### config.mk
export PLATFORM = sky130hd
export DESIGN_NAME = kb_hit_conditioner
export DESIGN_NICKNAME = d
export VERILOG_FILES = /design/src/rtl/kb_hit_conditioner_pkg.sv /design/src/rtl/kb_hit_conditioner_fifo.sv /design/src/rtl/kb_hit_conditioner.sv
export SDC_FILE = /design/constraint.sdc
export NUM_CORES = 1
export LEC_CHECK = 0
export CORE_ASPECT_RATIO = 1.5
export CORE_UTILIZATION = 50
export DETAILED_ROUTE_END_ITERATION = 8
export MAX_ROUTING_LAYER = met4
export PLACE_DENSITY = 0.7
export SLEW_MARGIN = 20
export SYNTH_ARGS = -nofsm -noshare
export SYNTH_HDL_FRONTEND = slang
export SYNTH_SLANG_ARGS = --single-unit
### constraint.sdc
create_clock -name clock -period 5.75 [get_ports clock]
set_input_delay 0.8625 -clock clock [delete_from_list [all_inputs] [get_ports clock]]
set_output_delay 0.8625 -clock clock [all_outputs]
set_load 0.1 [all_outputs]
### src/rtl/kb_hit_conditioner_pkg.sv
// Shared definitions for the keyboard hit path. mainDataPath and the VGA
// helper use the same mole index width and FSM state encodings.
package kb_hit_conditioner_pkg;

  localparam int MOLE_IDX_W    = 3;
  localparam int NUM_MOLES_DEF = 5;

  typedef enum logic [1:0] {
    ST_IDLE    = 2'd0,
    ST_CHECK   = 2'd1,
    ST_HELD    = 2'd2,
    ST_LOCKOUT = 2'd3
  } kb_state_e;

  // One staged hit on its way into the buffer.
  typedef struct packed {
    logic                  vld;
    logic [MOLE_IDX_W-1:0] idx;
  } hit_req_t;

endpackage

### src/rtl/kb_hit_conditioner_fifo.sv
// Synchronous first-word fall-through FIFO for accepted mole hits.
// A push into a full FIFO is accepted only when a pop happens in the same cycle.
// dout holds the last head value shown once the FIFO drains.
module hit_fifo
  import kb_hit_conditioner_pkg::*;
#(
  parameter int WIDTH = MOLE_IDX_W,
  parameter int DEPTH = 4
) (
  input  logic             clock,
  input  logic             reset,
  input  logic             flush,
  input  logic             push,
  input  logic [WIDTH-1:0] din,
  input  logic             pop,
  output logic [WIDTH-1:0] dout,
  output logic             empty,
  output logic             full
);

  localparam int AW = $clog2(DEPTH);

  logic [WIDTH-1:0] mem [DEPTH];
  logic [AW-1:0]    wr_ptr, rd_ptr;
  logic [AW:0]      count;
  logic [WIDTH-1:0] hold_q;
  logic             do_push, do_pop;

  assign empty   = (count == '0);
  assign full    = (count == (AW+1)'(DEPTH));
  assign do_pop  = pop & ~empty;
  assign do_push = push & (~full | do_pop);
  assign dout    = empty ? hold_q : mem[rd_ptr];

  // Pointer and occupancy bookkeeping; pointers wrap naturally (DEPTH is 2^n).
  always_ff @(posedge clock or posedge reset) begin
    if (reset) begin
      wr_ptr <= '0;
      rd_ptr <= '0;
      count  <= '0;
    end else if (flush) begin
      wr_ptr <= '0;
      rd_ptr <= '0;
      count  <= '0;
    end else begin
      if (do_push) wr_ptr <= wr_ptr + 1'b1;
      if (do_pop)  rd_ptr <= rd_ptr + 1'b1;
      case ({do_push, do_pop})
        2'b10:   count <= count + 1'b1;
        2'b01:   count <= count - 1'b1;
        default: count <= count;
      endcase
    end
  end

  // Storage write; contents are only observed while occupied, so no reset.
  always_ff @(posedge clock) begin
    if (do_push && !flush) mem[wr_ptr] <= din;
  end

  // Track the current head so dout keeps its last value once empty.
  always_ff @(posedge clock or posedge reset) begin
    if (reset)       hold_q <= '0;
    else if (!empty) hold_q <= mem[rd_ptr];
  end

endmodule

### src/rtl/kb_hit_conditioner.sv
// Turns the keyboard decoder's level key_pressed/data pair into one mole-hit
// token per press: edge detect, range check, held/repeat suppression and a
// post-release lockout, with a small FWFT buffer on a valid/ready output.
// Hits are staged one register before the buffer, giving a rise-to-valid
// latency of two clocks.
module kb_hit_conditioner
  import kb_hit_conditioner_pkg::*;
#(
  parameter int NUM_MOLES      = NUM_MOLES_DEF,
  parameter int LOCKOUT_CYCLES = 500000,
  parameter int FIFO_DEPTH     = 4
) (
  input  logic                  clock,
  input  logic                  reset,
  input  logic [3:0]            kb_data,
  input  logic                  kb_key_pressed,
  input  logic                  game_active,
  output logic                  hit_valid,
  output logic [MOLE_IDX_W-1:0] hit_index,
  input  logic                  hit_ready,
  output logic                  overflow,
  output logic [7:0]            invalid_count
);

  localparam int         CNT_W       = (LOCKOUT_CYCLES > 1) ? $clog2(LOCKOUT_CYCLES) : 1;
  localparam logic [4:0] NUM_MOLES_L = 5'(NUM_MOLES);

  kb_state_e        state_q, state_d;
  logic             kp_q, rise;
  logic [3:0]       code_q;
  logic [CNT_W-1:0] lock_cnt_q;
  hit_req_t         push_q;
  logic             latch_code, chk_valid, chk_invalid, load_cnt;
  logic             fifo_empty, fifo_full, pop;

  assign rise      = kb_key_pressed & ~kp_q;
  assign hit_valid = ~fifo_empty;
  assign pop       = hit_valid & hit_ready;

  // Next-state and per-state strobes; game_active low overrides everything.
  always_comb begin
    state_d     = state_q;
    latch_code  = 1'b0;
    chk_valid   = 1'b0;
    chk_invalid = 1'b0;
    load_cnt    = 1'b0;
    case (state_q)
      ST_IDLE: begin
        if (rise) begin
          latch_code = 1'b1;
          state_d    = ST_CHECK;
        end
      end
      ST_CHECK: begin
        if ({1'b0, code_q} < NUM_MOLES_L) chk_valid   = 1'b1;
        else                              chk_invalid = 1'b1;
        state_d = ST_HELD;
      end
      ST_HELD: begin
        if (!kb_key_pressed) begin
          load_cnt = 1'b1;
          state_d  = ST_LOCKOUT;
        end
      end
      ST_LOCKOUT: begin
        if (lock_cnt_q == '0) state_d = ST_IDLE;
      end
      default: state_d = ST_IDLE;
    endcase
    if (!game_active) begin
      state_d     = ST_IDLE;
      latch_code  = 1'b0;
      chk_valid   = 1'b0;
      chk_invalid = 1'b0;
      load_cnt    = 1'b0;
    end
  end

  // FSM state, edge-detect history and latched key code.
  always_ff @(posedge clock or posedge reset) begin
    if (reset) begin
      state_q <= ST_IDLE;
      kp_q    <= 1'b0;
      code_q  <= '0;
    end else begin
      state_q <= state_d;
      kp_q    <= kb_key_pressed;
      if (latch_code) code_q <= kb_data;
    end
  end

  // Lockout counter: loaded on release, counts down to zero, cleared by flush.
  always_ff @(posedge clock or posedge reset) begin
    if (reset)                                        lock_cnt_q <= '0;
    else if (!game_active)                            lock_cnt_q <= '0;
    else if (load_cnt)                                lock_cnt_q <= CNT_W'(LOCKOUT_CYCLES - 1);
    else if (state_q == ST_LOCKOUT && lock_cnt_q != '0) lock_cnt_q <= lock_cnt_q - 1'b1;
  end

  // Staging register between the range check and the buffer write.
  always_ff @(posedge clock or posedge reset) begin
    if (reset) begin
      push_q <= '0;
    end else begin
      push_q.vld <= chk_valid;
      push_q.idx <= code_q[MOLE_IDX_W-1:0];
    end
  end

  // Sticky overflow and saturating invalid-press statistics; only reset clears them.
  always_ff @(posedge clock or posedge reset) begin
    if (reset) begin
      overflow      <= 1'b0;
      invalid_count <= '0;
    end else begin
      if (game_active && push_q.vld && fifo_full && !pop) overflow <= 1'b1;
      if (chk_invalid && invalid_count != 8'hFF) invalid_count <= invalid_count + 8'd1;
    end
  end

  hit_fifo #(
    .WIDTH (MOLE_IDX_W),
    .DEPTH (FIFO_DEPTH)
  ) u_fifo (
    .clock (clock),
    .reset (reset),
    .flush (~game_active),
    .push  (push_q.vld),
    .din   (push_q.idx),
    .pop   (pop),
    .dout  (hit_index),
    .empty (fifo_empty),
    .full  (fifo_full)
  );

endmodule

# == Word level (Yosys, flattened, before mapping) ==
# Memory sizes are Yosys's and may differ from the RTL's.
# Index checks and enable logic that the tools add are counted.
# totals
input_bits,9
ram_bits,12
regBits,49
output_inout_bits,13
word_cells,83
n_memories,1
# mem_list
name,words,word_bits,read_ports,rd_ports_with_merged_regs,write_ports,line_no,source
u_fifo.mem,4,3,1,0,1,kb_hit_conditioner_fifo.sv:23,logic [WIDTH-1:0] mem [DEPTH];
# classes
reduce_logical,12
bitwise_logic,8
n_eq_ne,14
n_addsub,6
mux,29
n_lt_le_gt_ge,1
# ops
cell,n
two-way mux 19 bit,3
zero test 19 bit,1
nonzero test 19 bit,1
subtractor 19 x 1 -> 19 bit (second input constant),1
two-way mux 2 bit,8
two-way mux 1 bit,14
inequality test 3 bit (second input constant),3
adder 8 x 1 -> 8 bit (second input constant),1
inequality test 8 bit (second input constant),1
case mux 2 bit (4 select lines),1
== test 2 bit (second input constant),3
logical AND 1 bit,6
two-way mux 3 bit,2
inequality test 3 x 1 -> 1 bit (second input constant),2
case mux 3 bit (2 select lines),1
adder 2 x 1 -> 2 bit (second input constant),2
bitwise AND 1 bit,4
== test 2 x 1 -> 1 bit (second input constant),2
less-than comparator 4 x 3 -> 1 bit (second input constant),1
inequality test 2 x 1 -> 1 bit (second input constant),2
adder 3 x 1 -> 3 bit (second input constant),1
== test 3 bit (second input constant),1
zero test 3 bit,1
NOT 1 bit,3
other kinds (5),5

# == Logic depth before layout (Yosys ltp) ==
# Gate-level depths: netlist of the first run.
# depth
depth_word,9
ltp_mapped,8
ltp_nobuf,7

# == Modules after synthesis ==
# Synthesis of the first run repeated with hierarchy kept, for this count alone.
# hier_totals
hier_cells,269
area_unflattened_um2,3090.5
# modules_own_cells
module,cells_each,n_inst,area_per_inst_um2
kb_hit_conditioner,182,1,1961.9
hit_fifo,87,1,1128.6

# == Worst setup path after synthesis of the first run ==
# No wires, ideal clock.
# synth_path
kind,register to output
startpoint,register u_fifo.count[1]
endpoint,output hit_index[0]
slack_ns,2.705
n_path_buf,1
t_required_ns,4.888
arrival_time_ns,2.183
path_stages_with_launch,4
path_cell_list,dfrtp_1 -> or3_1 -> clkbuf_1 -> mux2_2
# synth_between
elab_chain_len,2
# synth_lines
item,line_no,source
start: declaration,kb_hit_conditioner_fifo.sv:25,logic [AW:0] count;
start signal: assignment,kb_hit_conditioner_fifo.sv:49,2'b10: count <= count + 1'b1;
start signal: assignment,kb_hit_conditioner_fifo.sv:50,2'b01: count <= count - 1'b1;
start signal: assignment,kb_hit_conditioner_fifo.sv:51,default: count <= count;
zero test 3 bit,kb_hit_conditioner_fifo.sv:29,assign empty = (count == '0);
two-way mux 3 bit,-,
end: declaration,kb_hit_conditioner.sv:19,"output logic [MOLE_IDX_W-1:0] hit_index,"
# Every way passes these cells.

# == Final worst setup path of the first run ==
# layout_path
startpoint,register u_fifo.count[0]
endpoint,output hit_index[0]
# The elaborated chain is that of the path after synthesis.

==> impl_metrics.json, run 1 <==
{
  "setup_viol": 0,
  "n_antenna_cell": 0,
  "required_ns": 4.89,
  "worstSetupStartpointType": "flop",
  "vias": 1919,
  "yosysSeqAreaShare": 0.5350,
  "critPathArrivalTime_ns": 2.68,
  "layout_common_cells": "49 x dfrtp_1, 21 x clkdlybuf4s50_1, 18 x nor2_1",
  "dpl_worst_slack_ns": 2.543,
  "synth.largest_area_cell": "dfrtp_1",
  "clkSlewWorstSetupHoldPaths_ns": 0.08,
  "final_util": 0.5937,
  "ys_types": 46,
  "post-dp-hpwl_mm": 3.522,
  "antenna_found_initial": 0,
  "clock_sinks": 61,
  "yosysWarnings": 0,
  "cts_buffer_depth": 2,
  "synthTopCellsByArea": "dfrtp_1 41%, edfxtp_1 12%, ha_1 4.2%",
  "timing.final.crit_share": 0.6165,
  "final_max_slew_viol_count": 0,
  "drc_errors": 0,
  "drt-total-wl_mm": 5.096,
  "path_max_fanout": 6,
  "row_count": 34,
  "firstDrtPassIters": 4,
  "ir_drop_mv": 0.3830,
  "drt_iter0_drc": 33,
  "finClkSkew_ns": 0.01124,
  "syn_nets": 267,
  "routedWlPerCell_um": 14.73,
  "clk_latency_ns": 0.34,
  "power_density_mw_per_mm2": 504.9,
  "dp_cells": 330,
  "overflow": 0,
  "grt_pass1_wl_mm": 8.776,
  "core_area_mm2": 0.005743,
  "crit_type": "reg2out",
  "gp_congestion": 0.7584,
  "initial_core_util": 0.5163,
  "final_nets": 289,
  "dieWidth_um": 64.88,
  "dieArea_mm2": 0.006249,
  "cts_hold_buf": 0,
  "drt-met1-wl_mm": 2.091,
  "drive_gt1_frac": 0.1314,
  "area_delta_synth_final_pct": 14.98,
  "ys_async_sr_fraction": 0.8033,
  "cts_root_buf": "clkbuf_8",
  "vias_per_cell": 5.546,
  "hold_path.class": "reg2reg",
  "syn_avg_cell_area_um2": 12.01,
  "grt_max_degree": 50,
  "timing.final.ws_setup_ns": 2.205,
  "maxCapViolations": 0,
  "p_leak_nw": 1.430,
  "numCtsBuffers": 9,
  "post_cts_buffers": 0,
  "status": "complete, no violations",
  "min_period_ns": 3.545,
  "synth_ff_type": "dfrtp_1",
  "synth_cells": 247,
  "tightest_slew_ns": 0.9685,
  "yosysTopAreaCellShare": 0.4135,
  "hold_viol": 0,
  "rsz0062_at_grt": "no",
  "finalSetupTns_ns": 0,
  "cts_tree": "built",
  "relSlewSlack": 0.3523,
  "max_freq_ghz": 0.2821,
  "synthesis.area_mm2": 0.002965,
  "final_cells": 346,
  "final_common_cell": "dfrtp_1",
  "routed.top_layer": "met4",
  "detail-route-antenna-nets": 0,
  "ios": 22,
  "track_usage": 0.1958,
  "met3RoutedLength_um": 110,
  "htreeDepth": 3,
  "first_global_vias": 1917,
  "synth_seq_cells": 61,
  "portBuffers": 21,
  "die_h_um": 96.32,
  "crit_path_end_kind": "output pin",
  "met2_length_mm": 2.781,
  "synth_edf_count": 12,
  "cts_resized": 0
}
-- metrics by stage --
stage | total power [W] | hold slack [ns] | cell area (um2)
4_1_cts | 0.001740 | 0.3960 | 3408
3_5_place_dp | 0.001390 | 0.3790 | 3228
5_1_grt | 0.001837 | 0.4048 | 3410
3_3_place_gp | 0.001380 | 0.3775 | 3228
6_report | 0.001721 | 0.3929 | 3410
2_1_floorplan | 0.001239 | 0.3628 | 2965
-- critical path: stages (launching register included) --
cell	delay, ns
dfrtp_1	0.45
or3_1	0.49
mux2_2	0.28
clkdlybuf4s50_1	1.12
-- synthesized netlist by cell type, drive strengths merged (3+ instances only) --
master  number
a221oi       3
mux4         3
nand2        9
mux2         8
xor2        11
xnor2       13
dfrtp       49
nor2        18
nand4b       3
nand2b       3
nor3         4
and3         9
o31a         3
a21boi       6
clkbuf      10
and2         5
inv          9
nor2b        7
nor4         3
nand4        7
a21oi        4
edfxtp      12
nand3        6
a31oi        3
o21ai        3
o211ai       5
mux2i        3
ha          10
-- state kept, by name (all words and copies together), names as in the netlist --
register	cells
lock_cnt_q	19
u_fifo.rd_ptr	2
state_q	2
overflow	1
u_fifo.wr_ptr	2
u_fifo.hold_q	3
push_q	4
u_fifo.mem	12
kp_q	1
code_q	4
invalid_count	8
u_fifo.count	3
-- report_power, final --
group	switching (W)	leakage [nW]	internal, W
Combinational	0.000511	0.590	0.000241
Clock	0.000183	0.0789	0.000160
Sequential	0.0000828	0.761	0.000543
-- final timing paths --
| check | startpoint | endpoint | slack [ns] | cells after the start |
|---|---|---|---|---|
| min | code_q[0]$_DFFE_PP0P_ | push_q[0]$_DFF_PP0_ | 0.39 | 0 |
| min reg2reg | code_q[0]$_DFFE_PP0P_ | push_q[0]$_DFF_PP0_ | 0.39 | 0 |
| max in group asynchronous | reset | u_fifo.rd_ptr[1]$_DFFE_PP0P_ | 4.27 | 2 |
| max reg2reg | lock_cnt_q[9]$_DFFE_PP0P_ | state_q[0]$_DFFE_PP0P_ | 3.15 | 5 |
| min in group asynchronous | reset | push_q[2]$_DFF_PP0_ | 0.98 | 2 |
| max | u_fifo.count[0]$_DFFE_PP0P_ | hit_index[0] | 2.21 | 3 |
-- area by class of cell --
cell class / count / area [um2]
Clock inverter: 7 / 56.30
Multi-Input combinational cell: 167 / 1308
Fill cell: 485 / 2333
Clock buffer: 9 / 123.9
Tap cell: 72 / 90.09
Inverter: 9 / 35.03
Sequential cell: 61 / 1587
Timing Repair Buffer: 21 / 210.2
-- per-layer routing --
metal / vias to the layer above / track usage
met5: - / -
met3: 8 / 0.04976
met2: 21 / 0.3403
li1: 936 / -
met4: 0 / 0.09444
met1: 954 / 0.2048
-- cells by family after synthesis --
family / count (synthesis) / synth area share
simple gates: 83 / 0.1650
flops: 61 / 0.5350
compound gates: 35 / 0.09283
xor+xnor: 24 / 0.07089
buf+inv: 19 / 0.02405
mux: 14 / 0.06329
fa+ha+maj: 11 / 0.04895
Note: power is estimated with default switching activity, not from simulation.
==> inputs of run 2 (changes only) <==
==> constraint.sdc (replaced) <==
create_clock -name clock -period 3.3 [get_ports clock]
set_input_delay 0.495 -clock clock [delete_from_list [all_inputs] [get_ports clock]]
set_output_delay 0.495 -clock clock [all_outputs]
set_load 0.1 [all_outputs]
==> impl_metrics.json, run 2 (synthesized netlist as in run 1, its figures left out) <==
{
  "p_leak_nw": 1.470,
  "required_ns": 2.80,
  "portBuffers": 21,
  "finClkSkew_ns": 0.005865,
  "detail-route-antenna-nets": 0,
  "gp_congestion": 0.7950,
  "ir_drop_mv": 0.5877,
  "dieWidth_um": 64.88,
  "layout_common_cells": "49 x dfrtp_1, 18 x nor2_1, 16 x clkdlybuf4s50_1",
  "tightest_slew_ns": 0.9679,
  "max_freq_ghz": 0.4150,
  "min_period_ns": 2.410,
  "top_register": "lock_cnt_q",
  "overflow": 0,
  "final_nets": 291,
  "drive_gt1_frac": 0.1558,
  "first_global_vias": 1904,
  "relSlewSlack": 0.3527,
  "crit_type": "reg2out",
  "reg.largest.list": "lock_cnt_q (19), u_fifo.mem (12), invalid_count (8)",
  "grt_max_degree": 50,
  "drt_iter0_drc": 57,
  "area_delta_synth_final_pct": 15.99,
  "finalPower_w": 0.003094,
  "post-dp-hpwl_mm": 3.531,
  "timing.final.crit_share": 0.7302,
  "vias": 1949,
  "setup_viol": 0,
  "r2r_slack_ns": 1.02,
  "final_max_slew_viol_count": 0,
  "power_density_mw_per_mm2": 899.6,
  "rsz0062_at_grt": "no",
  "routedWlPerCell_um": 14.78,
  "crit_path_end_kind": "output pin",
  "dpl_worst_slack_ns": 0.8159,
  "clock_sinks": 61,
  "final_cells": 348,
  "cts_buffer_depth": 2,
  "slowest_delay_ns": 1.16,
  "clk_latency_ns": 0.34,
  "row_count": 34,
  "vias_per_cell": 5.601,
  "timing.final.ws_setup_ns": 0.8905,
  "status": "complete, no violations",
  "track_usage": 0.1954,
  "antenna_found_initial": 0,
  "post_cts_buffers": 0,
  "timing.hold.ws_ns": 0.3987,
  "cp_top_family": "buffers and inverters",
  "critPathArrivalTime_ns": 1.91,
  "die_h_um": 96.32,
  "cts_root_buf": "clkbuf_8",
  "grt_pass1_wl_mm": 8.776,
  "drt-total-wl_mm": 5.145,
  "cts_resized": 0,
  "hold_path.class": "reg2reg",
  "numCtsBuffers": 9,
  "finalSetupTns_ns": 0,
  "crit_path_top_delay_cell": "clkdlybuf4s50_1",
  "cts_hold_buf": 0,
  "initial_core_util": 0.5163,
  "n_antenna_cell": 0,
  "ios": 22,
  "worstSetupStartpointType": "flop",
  "dieArea_mm2": 0.006249,
  "dp_cells": 332,
  "fillers": 471,
  "cts_tree": "built",
  "drc_errors": 0,
  "core_area_mm2": 0.005743,
  "hold_viol": 0,
  "htreeDepth": 3,
  "path_buf_inv": 1,
  "maxCapViolations": 0,
  "firstDrtPassIters": 4,
  "crit_chain": "clkdlybuf4s50_1",
  "clkSlewWorstSetupHoldPaths_ns": 0.08,
  "largest_register_ffs": 19,
  "path_max_fanout": 4,
  "final_common_cell": "dfrtp_1"
}
==> run 2: worst paths after layout <==
kind	start	to	cells after the start
max	invalid_count[0]$_DFFE_PP0P_	invalid_count[0]	1
min	code_q[0]$_DFFE_PP0P_	push_q[0]$_DFF_PP0_	0
max reg2reg	u_fifo.count[0]$_DFFE_PP0P_	u_fifo.count[2]$_DFFE_PP0P_	7
min reg2reg	code_q[0]$_DFFE_PP0P_	push_q[0]$_DFF_PP0_	0
max in group asynchronous	reset	u_fifo.hold_q[2]$_DFF_PP0_	2
min in group asynchronous	reset	push_q[1]$_DFF_PP0_	2
==> run 2: area by class of cell <==
| type | count | area, um2 | area share |
|---|---|---|---|
| inverter | 9 | 35.03 | 0.01019 |
| clock inverter | 7 | 83.83 | 0.02437 |
| sequential | 61 | 1587 | 0.4613 |
| timing repair buffer | 23 | 212.7 | 0.06184 |
| clock buffer | 9 | 123.9 | 0.03601 |
| tap | 72 | 90.09 | 0.02619 |
| multi-input combinational | 167 | 1308 | 0.3801 |
==> run 2: metal layers <==
metal	global-route usage	up-vias	part of all wire
met5	-	-	0
met3	0.04621	8	0.027
met4	0.09444	0	0.021
li1	-	944	-
met1	0.2066	974	0.40
met2	0.3394	23	0.55
==> run 2: through the flow <==
stage / instance area, um2 / util
after floorplan: 2965 / -
after CTS: 3438 / 0.5987
after global routing: 3440 / 0.5989
after global placement: 3231 / 0.5625
after detailed placement: 3231 / 0.5625
final: 3440 / 0.5989
==> run 2: power breakdown <==
group          internal [W]  switching, W
combinational      0.000428      0.000896
sequential         0.000946      0.000143
clock              0.000360      0.000320
==> inputs of run 3 (changes only) <==
--- a/config.mk
+++ b/config.mk
@@ -9,7 +9,7 @@
 export CORE_UTILIZATION = 50
 export DETAILED_ROUTE_END_ITERATION = 8
 export MAX_ROUTING_LAYER = met4
-export PLACE_DENSITY = 0.7
+export PLACE_DENSITY = 0.72
 export SLEW_MARGIN = 20
 export SYNTH_ARGS = -nofsm -noshare
 export SYNTH_HDL_FRONTEND = slang
==> constraint.sdc (replaced) <==
create_clock -name clock -period 1.9 [get_ports clock]
set_input_delay 0.285 -clock clock [delete_from_list [all_inputs] [get_ports clock]]
set_output_delay 0.285 -clock clock [all_outputs]
set_load 0.1 [all_outputs]
==> impl_metrics.json, run 3 (synthesized netlist as in run 1, its figures left out) <==
{
  "top_register": "lock_cnt_q",
  "p_leak_nw": 1.735,
  "reg.largest.list": "lock_cnt_q (19), u_fifo.mem (12), invalid_count (8)",
  "drive_gt1_frac": 0.3668,
  "drt-total-wl_mm": 6.157,
  "crit_path_top_delay_cell": "dfrtp_1",
  "numCtsBuffers": 9,
  "dieWidth_um": 64.88,
  "largest_register_ffs": 19,
  "finClkSkew_ns": 0.008273,
  "clkSlewWorstSetupHoldPaths_ns": 0.07,
  "switching_share": 0.4072,
  "core_area_mm2": 0.005743,
  "path_buf_inv": 1,
  "portBuffers": 21,
  "cp_top_family": "flip-flops",
  "maxCapViolations": 0,
  "tightest_slew_ns": 0.4350,
  "track_usage": 0.2270,
  "antenna_found_initial": 0,
  "slowest_delay_ns": 0.48,
  "timing.final.crit_share": 1.069,
  "row_count": 34,
  "crit_type": "reg2out",
  "clk_latency_ns": 0.34,
  "startpoint": "u_fifo.count[2]$_DFFE_PP0P_",
  "vias": 2168,
  "ios": 22,
  "power_density_mw_per_mm2": 1676,
  "status": "finished with violations",
  "required_ns": 1.62,
  "path_max_fanout": 5,
  "cts_tree": "built",
  "grt_pass1_wl_mm": 9.998,
  "relSlewSlack": 0.7094,
  "htreeDepth": 3,
  "clock_sinks": 61,
  "hold_path.class": "in2async",
  "finalSetupTns_ns": -0.4296,
  "cts_buffer_depth": 2,
  "ir_drop_mv": 1.047,
  "setup_viol": 5,
  "crit_path_end_kind": "output pin",
  "rsz0062_at_grt": "yes",
  "initial_core_util": 0.5163,
  "r2r_start": "u_fifo.count[0]$_DFFE_PP0P_",
  "gp_congestion": 0.8416,
  "firstDrtPassIters": 4,
  "min_period_ns": 2.032,
  "final_common_cell": "buf_4",
  "layout_common_cells": "47 x buf_4, 39 x dfrtp_1, 16 x nor2_1",
  "p_clk_frac": 0.173,
  "drt_iter0_drc": 85,
  "vias_per_cell": 5.545,
  "critPathArrivalTime_ns": 1.75,
  "first_global_vias": 2161,
  "cts_root_buf": "clkbuf_8",
  "finalPower_w": 0.006659,
  "overflow": 0,
  "post-dp-hpwl_mm": 4.088,
  "timing.hold.ws_ns": 0.2979,
  "max_freq_ghz": 0.4922,
  "dieArea_mm2": 0.006249,
  "timing.final.ws_setup_ns": -0.1318,
  "worstSetupStartpointType": "flop",
  "r2r_slack_ns": -0.03,
  "hold_viol": 0,
  "die_h_um": 96.32,
  "comb_power_share": 0.538,
  "n_antenna_cell": 0,
  "detail-route-antenna-nets": 0,
  "failed_checks": "setup timing",
  "area_delta_synth_final_pct": 33.97,
  "crit_chain": "or3_4, mux2_4, buf_12",
  "seqPwrFrac": 0.289,
  "drc_errors": 0,
  "internal_power_w": 0.003947,
  "final_max_slew_viol_count": 0,
  "final_nets": 334,
  "routedWlPerCell_um": 15.75,
  "p_sw_w": 0.002711,
  "grt_max_degree": 50
}
## run 3: cell count changes in the layout (fill, tap and decap cells not counted), sizes merged
cell,before,now
buf,7,58
clkdlybuf4s50,16,8
## run 3: final timing paths
path / to / depth (start not counted)
max in group asynchronous: invalid_count[0]$_DFFE_PP0P_ / 3
min in group clock: push_q[1]$_DFF_PP0_ / 0
worst max register to register: u_fifo.count[2]$_DFFE_PP0P_ / 6
worst min register to register: push_q[1]$_DFF_PP0_ / 0
worst min-delay path: u_fifo.hold_q[2]$_DFF_PP0_ / 3
worst max-delay path: hit_index[2] / 3
## run 3: layout make-up
class,count,area (um2)
Inverter,9,33.78
Timing Repair Buffer,66,609.3
Clock buffer,9,123.9
Multi-Input combinational cell,167,1438
Clock inverter,7,73.82
Sequential cell,61,1604
Fill cell,402,1770
Tap cell,72,90.09
## run 3: tightest hold or removal path: stages
cell             delay, ns
clkdlybuf4s50_1       0.42
inv_2                 0.07
buf_12                0.25
## run 3: timing repair
action	in CTS	in global routing
gates resized for setup	9	16
hold buffers	0	0
pin swaps	3	15
cloned	0	0
hold endpoints to repair	0	0
endpoints found under the setup margin	10	19
setup buffers	7	5
## run 3: routing by layer
metal | routed length [um] | track usage
met2 | 3427 | 0.4080
met5 | 0 | -
met3 | 199 | 0.05450
met1 | 2329 | 0.2220
met4 | 199 | 0.1222
## run 3: per-stage QoR
stage | util | cells | worst slack [ns] | cell area (um2)
4_1_cts | 0.6747 | 386 | -0.1514 | 3875
3_3_place_gp | 0.6266 | 363 | -0.1213 | 3598
6_report | 0.6917 | 391 | -0.1318 | 3973
5_1_grt | 0.6917 | 391 | -0.1936 | 3973
2_1_floorplan | - | 247 | -0.04948 | 3049
3_5_place_dp | 0.6266 | 363 | -0.1678 | 3598
## run 3: power by group through the flow
stage	Clock, W	Combinational [W]	Sequential (W)
2_1_floorplan	0	0.00169	0.00220
3_3_place_gp	0	0.00306	0.00192
3_5_place_dp	0	0.00311	0.00194
4_1_cts	0.00116	0.00327	0.00192
5_1_grt	0.00123	0.00383	0.00197
6_report	0.00115	0.00358	0.00193
==> variant 1: new RTL, settings of run 3 <==
The parameter `FIFO_DEPTH` goes from 4 to 2.
--- a/src/rtl/kb_hit_conditioner.sv
+++ b/src/rtl/kb_hit_conditioner.sv
@@ -8,7 +8,7 @@
 #(
   parameter int NUM_MOLES      = NUM_MOLES_DEF,
   parameter int LOCKOUT_CYCLES = 500000,
-  parameter int FIFO_DEPTH     = 4
+  parameter int FIFO_DEPTH     = 2
 ) (
   input  logic                  clock,
   input  logic                  reset,
Behaviour: no difference found for any inputs over 10 cycles, from zero or initial values and one cycle with reset high; that may be too few to reach the edited logic, so the function may still have changed.
==> variant 1 against run 3 <==
  * The run still ends with setup timing left
  * Area after synthesis decreased by 17%
  * Sequential cell count down 9
  * Setup slack lost 0.17 ns
  * Fmax shrank 7.9%
  * Sequential share of layout area decreased by 0.33 points
  * Total power fell by 22%
  * Wire length fell by 15%
  * Design area fell by 15%
==> variant 1: results (changes against run 3) <==
Syn nets: 236 (-12%)
Number of instances resized during post-cts repair: 8 (-1)
Final cell count without fillers: 349 (-11%)
Final setup violating endpoints: 15 (+10)
Clock transition at the registers of the reported paths: 0.09 ns (+0.02 ns)
Number of flops mapped to enable cells by yosys: 6 (-6)
Setup clock skew after layout: 0.005610 ns (-0.002663 ns)
Share of synthesized flip-flops with an asynchronous set or reset: 88.46% (+8.1 points)
Clock insertion delay at the later pin of the skew report: 0.30 ns (-0.04 ns)
Top post-synthesis cells by count: sky130_fd_sc_hd__dfrtp_1 (46), sky130_fd_sc_hd__nand2_1 (17), sky130_fd_sc_hd__nor2_1 (17)
Maximum vdd drop: 1.442 mV (+38%)
Outcome: complete, but fails checks
Hpwl dp: 3.703 mm (-9.4%)
Fraction of layout instances using a drive strength above 1: 36.04% (-0.63 points)
Largest registers: lock_cnt_q: 19 flops, invalid_count: 8 flops, u_fifo.mem: 6 flops
Clock power share: 11.8% (-5.5 points)
Aggregate global-route resource usage: 22.80% (+0.10 points)
Syn Area/Cell: 11.18 sq um (-6.9%)
Initial drt markers: 66 (-22%)
Headroom to the max-slew limit: 69.22% (-1.7 points)
Number of global-route vias before repair: 1907 (-12%)
Number of buffers added by the clock tree synthesis step: 5 (-4)
Violated checks: setup timing
Slowest stage cell, crit path: sky130_fd_sc_hd__or4_4
Final setup margin: -0.3066 ns (-0.1748 ns)
Post-synthesis sequential area ratio: 53.87% (+0.37 points)
Crit path DAT: 2.45 ns (+0.70 ns)
Leakage: 1.419 nW (-18%)
Global-route wire length before repair: 8.604 mm (-14%)
RePlAce Congestion: 0.8644 (+2.7%)
Total detailed-routing wirelength: 5.250 mm (-15%)
Pin count of the biggest net entering global routing: 47 (-6.0%)
Setup fix buffers added after clock tree synthesis: 1 (-6)
Drt via density: 5.415 (-2.3%)
Total number of nets in the final design: 297 (-11%)
Number of distinct standard cells referenced by the synthesized netlist: 44 (-4.3%)
Top Family by Delay on Critical Path: simple AND/OR/NAND/NOR gates
Highest cell delay on the worst timing path: 0.54 ns (+0.06 ns)
Setup tns final: -3.634 ns (-3.205 ns)
Sequential fraction of design power: 31.8% (+2.9 points)
Max H-tree Level: 2 (-1)
==> variant 1: cell count changes in the layout (fill, tap and decap cells not counted), moves of 6 or more <==
| cell | change |
|---|---|
| sky130_fd_sc_hd__a21oi_1 | +6 |
| sky130_fd_sc_hd__dfrtp_2 | -7 |
| sky130_fd_sc_hd__edfxtp_1 | -6 |
| sky130_fd_sc_hd__nand2_1 | +9 |
==> variant 1: kinds of logic after synthesis <==
group | after synthesis | synth area share [%]
DFF | 52 | 53.87
xor gates and xnor gates | 22 | 7.797
buffers and inverters | 14 | 2.430
and+or+nand+nor | 76 | 16.46
adders and majority gates | 6 | 3.038
AOI/OAI and AO/OA | 39 | 11.24
muxes | 12 | 5.164
==> variant 1: area by class of cell <==
type / count / area [sq um]
clock buffers: 5 / 68.82
well taps: 66 / 82.58
clock inverters: 3 / 18.77
flip-flops and latches: 52 / 1351
multi-input cells: 155 / 1277
fillers: 343 / 1396
repair buffers: 60 / 545.5
inverters: 8 / 30.03
==> variant 1: routing by layer <==
layer  part of all wire (%)  vias to the layer above  global-route usage, %
li1                       -                      917                      -
met1                     40                      939                  26.38
met2                     56                       28                  39.43
met3                    2.3                        6                  3.840
met4                    1.4                        0                  7.359
met5                      0                        -                      -
==> variant 1: final timing paths <==
check | start | to | slack (ns) | cells after the start
max in group asynchronous | reset | invalid_count[0]$_DFFE_PP0P_ | 1.30 | 3
min in group clock | code_q[0]$_DFFE_PP0P_ | push_q[0]$_DFF_PP0_ | 0.41 | 0
setup reg to reg | lock_cnt_q[15]$_DFFE_PP0P_ | lock_cnt_q[1]$_DFFE_PP0P_ | -0.31 | 5
setup / recovery | lock_cnt_q[15]$_DFFE_PP0P_ | lock_cnt_q[1]$_DFFE_PP0P_ | -0.31 | 5
hold / removal | reset | invalid_count[6]$_DFFE_PP0P_ | 0.34 | 3
hold reg to reg | code_q[0]$_DFFE_PP0P_ | push_q[0]$_DFF_PP0_ | 0.41 | 0
==> variant 1: per-stage QoR <==
stage	utilization [%]	hold WS (ns)	total power [mW]	instance area, sq um	worst slack (ns)
floorplan	-	0.3164	3.342	2586	-0.3225
CTS	68.76	0.3645	4.996	3281	-0.3254
finish	70.73	0.3447	5.205	3374	-0.3066
global route	70.73	0.3664	5.478	3374	-0.3679
detailed placement	65.91	0.3804	4.240	3144	-0.3057
global placement	65.91	0.3810	4.180	3144	-0.2478
==> variant 1: worst reg2reg max path, stage by stage (launching register included) <==
cell and delay [ns]:
sky130_fd_sc_hd__dfrtp_1 0.40, sky130_fd_sc_hd__or4_4 0.54, sky130_fd_sc_hd__or4_4 0.48, sky130_fd_sc_hd__o31ai_4 0.25
sky130_fd_sc_hd__mux2_4 0.33, sky130_fd_sc_hd__a21oi_2 0.14
==> variant 2: new RTL, flow settings as in run 3 <==
Without the edit above. Reset style: synchronous (`reset`), changed in 6 clocked blocks.
--- a/src/rtl/kb_hit_conditioner_fifo.sv
+++ b/src/rtl/kb_hit_conditioner_fifo.sv
@@ -33,7 +33,7 @@
   assign dout    = empty ? hold_q : mem[rd_ptr];
 
   // Pointer and occupancy bookkeeping; pointers wrap naturally (DEPTH is 2^n).
-  always_ff @(posedge clock or posedge reset) begin
+  always_ff @(posedge clock) begin
     if (reset) begin
       wr_ptr <= '0;
       rd_ptr <= '0;
@@ -59,7 +59,7 @@
   end
 
   // Track the current head so dout keeps its last value once empty.
-  always_ff @(posedge clock or posedge reset) begin
+  always_ff @(posedge clock) begin
     if (reset)       hold_q <= '0;
     else if (!empty) hold_q <= mem[rd_ptr];
   end
--- a/src/rtl/kb_hit_conditioner.sv
+++ b/src/rtl/kb_hit_conditioner.sv
@@ -77,7 +77,7 @@
   end
 
   // FSM state, edge-detect history and latched key code.
-  always_ff @(posedge clock or posedge reset) begin
+  always_ff @(posedge clock) begin
     if (reset) begin
       state_q <= ST_IDLE;
       kp_q    <= 1'b0;
@@ -90,7 +90,7 @@
   end
 
   // Lockout counter: loaded on release, counts down to zero, cleared by flush.
-  always_ff @(posedge clock or posedge reset) begin
+  always_ff @(posedge clock) begin
     if (reset)                                        lock_cnt_q <= '0;
     else if (!game_active)                            lock_cnt_q <= '0;
     else if (load_cnt)                                lock_cnt_q <= CNT_W'(LOCKOUT_CYCLES - 1);
@@ -98,7 +98,7 @@
   end
 
   // Staging register between the range check and the buffer write.
-  always_ff @(posedge clock or posedge reset) begin
+  always_ff @(posedge clock) begin
     if (reset) begin
       push_q <= '0;
     end else begin
@@ -108,7 +108,7 @@
   end
 
   // Sticky overflow and saturating invalid-press statistics; only reset clears them.
-  always_ff @(posedge clock or posedge reset) begin
+  always_ff @(posedge clock) begin
     if (reset) begin
       overflow      <= 1'b0;
       invalid_count <= '0;
Check against the original RTL: differs if reset is asserted again (counterexample within 4 cycles, from zero or initial values and one cycle with reset high); with reset held inactive, the same outputs for 10 cycles.
==> variant 2 against run 3 <==
  * The run still ends with setup timing left
  * Area after synthesis decreased by 3.1%
  * Setup slack got worse by 0.014 ns
  * Sequential cell count increased by 2
  * Design area increased by 2.2%
  * Final cell count increased by 8.4%
  * Wire length increased by 3.8%
  * Critical path type is now reg2reg
Power is not compared: it rests on default switching activity, and its combinational part moved more than twofold at a synthesized area within 25%.
==> variant 2: results (changes against run 3) <==
RePlAce Congestion: 0.7849 (-6.7%)
Top area cells in the synthesized netlist: sky130_fd_sc_hd__dfxtp_1 (36%), sky130_fd_sc_hd__edfxtp_1 (13%), sky130_fd_sc_hd__xnor2_1 (7.0%)
Top post-synthesis cells by count: sky130_fd_sc_hd__dfxtp_1 (51), sky130_fd_sc_hd__nor2_1 (35), sky130_fd_sc_hd__xnor2_1 (23)
Final setup margin: -0.1456 ns (-0.01382 ns)
Reg-to-reg startpoint: lock_cnt_q[8]$_SDFFE_PP0P_
Hpwl dp: 4.114 mm (+0.64%)
Destination of the worst register-to-register timing path: lock_cnt_q[18]$_SDFFE_PP0P_
Worst-path maximum fanout: 6 (+1)
Number of distinct standard cells referenced by the synthesized netlist: 48 (+4.3%)
Path depth of the worst reg2reg path: 5 (-1)
Aggregate global-route resource usage: 23.07% (+0.37 points)
Leakage: 1.520 nW
Setup tns final: -2.009 ns (-1.579 ns)
Slowest stage cell, crit path: sky130_fd_sc_hd__or4_4
Initial drt markers: 44 (-48%)
Dominant synthesized flop cell: sky130_fd_sc_hd__dfxtp_1
Syn nets: 300 (+12%)
Outcome: complete, but fails checks
Pin count of the biggest net entering global routing: 19 (-62%)
Post-synthesis sequential area ratio: 48.08% (-5.4 points)
Crit path DAT: 2.26 ns (+0.51 ns)
Final setup violating endpoints: 24 (+19)
Maximum vdd drop: 0.4578 mV
Fraction of layout instances using a drive strength above 1: 40.11% (+3.4 points)
Violated checks: setup timing
Via count: 2252 (+3.9%)
DR WL/cell: 15.07 um (-4.3%)
Total number of nets in the final design: 372 (+11%)
Headroom to the max-slew limit: 54.61% (-16 points)
Global-route wire length before repair: 10.09 mm (+0.89%)
CTS Root Buffer Type: sky130_fd_sc_hd__clkbuf_8
Placement Setup Slack: -0.5189 ns (-0.3511 ns)
Number of buffers added by the clock tree synthesis step: 9 (unchanged)
Path type of the worst min-delay path: reg2reg
Setup clock skew after layout: 0.008118 ns (-0.0001553 ns)
Post-place instance area: 3547 sq um (-1.4%)
Clock insertion delay at the later pin of the skew report: 0.34 ns (about the same)
Fill count: 364 (-9.5%)
Highest cell delay on the worst timing path: 0.55 ns (+0.07 ns)
Top Family by Delay on Critical Path: simple AND/OR/NAND/NOR gates
Share of synthesized flip-flops with an asynchronous set or reset: 0% (-80 points)
-- variant 2: cell types whose count changed after synthesis, sizes merged, moves of 8 or more --
cell   change
nor2      +17
dfrtp     -49
xnor2     +10
nor4       +9
xor2       -8
a21oi     +12
dfxtp     +51
-- variant 2: worst max-delay path by stage --
stage	startpoint	to	slack, ns
floorplan	lock_cnt_q[1]$_SDFFE_PP0P_	state_q[0]$_SDFFE_PP0P_	-0.12
global placement	hit_ready	u_fifo.count[2]$_SDFFE_PP0P_	-0.43
detailed placement	hit_ready	u_fifo.count[2]$_SDFFE_PP0P_	-0.52
CTS	u_fifo.count[2]$_SDFFE_PP0P_	hit_index[2]	-0.15
global route	u_fifo.count[1]$_SDFFE_PP0P_	u_fifo.count[2]$_SDFFE_PP0P_	-0.23
finish	lock_cnt_q[8]$_SDFFE_PP0P_	lock_cnt_q[18]$_SDFFE_PP0P_	-0.15
-- variant 2: routing by layer --
metal  GRT usage, %  wire length, um  share of wire (%)  vias to the layer above
met3          5.676              178                2.8                       14
li1               -                -                  -                     1127
met5              -                0                  0                        -
met2          41.93             3578                 56                       38
met1          22.55             2477                 39                     1073
met4          11.36              156                2.4                        0
-- variant 2: logic make-up after synthesis --
| group | share of synthesized area, % |
|---|---|
| buf+inv | 3.179 |
| simple gates | 21.43 |
| xor+xnor | 7.927 |
| mux | 6.010 |
| compound gates | 7.012 |
| flops | 48.08 |
| fa+ha+maj | 6.359 |
-- variant 2: power breakdown --
group          internal, mW  switching [mW]
clock network         0.740           0.541
logic                0.0599          0.0725
registers              1.37         0.00851
total                  2.17           0.622
-- variant 2: area by class of cell --
cell class	instances	area, sq um	area share [%]
flip-flops and latches	63	1399	34.46
multi-input cells	193	1667	41.06
well taps	70	87.58	2.158
repair buffers	71	645.6	15.91
inverters	11	41.29	1.017
clock inverters	7	95.09	2.343
clock buffers	9	123.9	3.052
-- variant 2: timing repair --
action / 4_1_cts / 5_1_grt
buffers inserted: 8 / 1
resized for setup: 31 / 13
endpoints found under the hold margin: 0 / 0
gates cloned: 1 / 0
setup endpoints to repair: 23 / 26
hold buffers: 0 / 0
pin swaps: 20 / 18
-- variant 2: metrics by stage --
stage / hold WS [ns] / cells
final: 0.4648 / 424
after global routing: 0.4708 / 424
after CTS: 0.4597 / 423
after detailed placement: 0.4452 / 398
after global placement: 0.4393 / 398
after floorplan: 0.4132 / 277
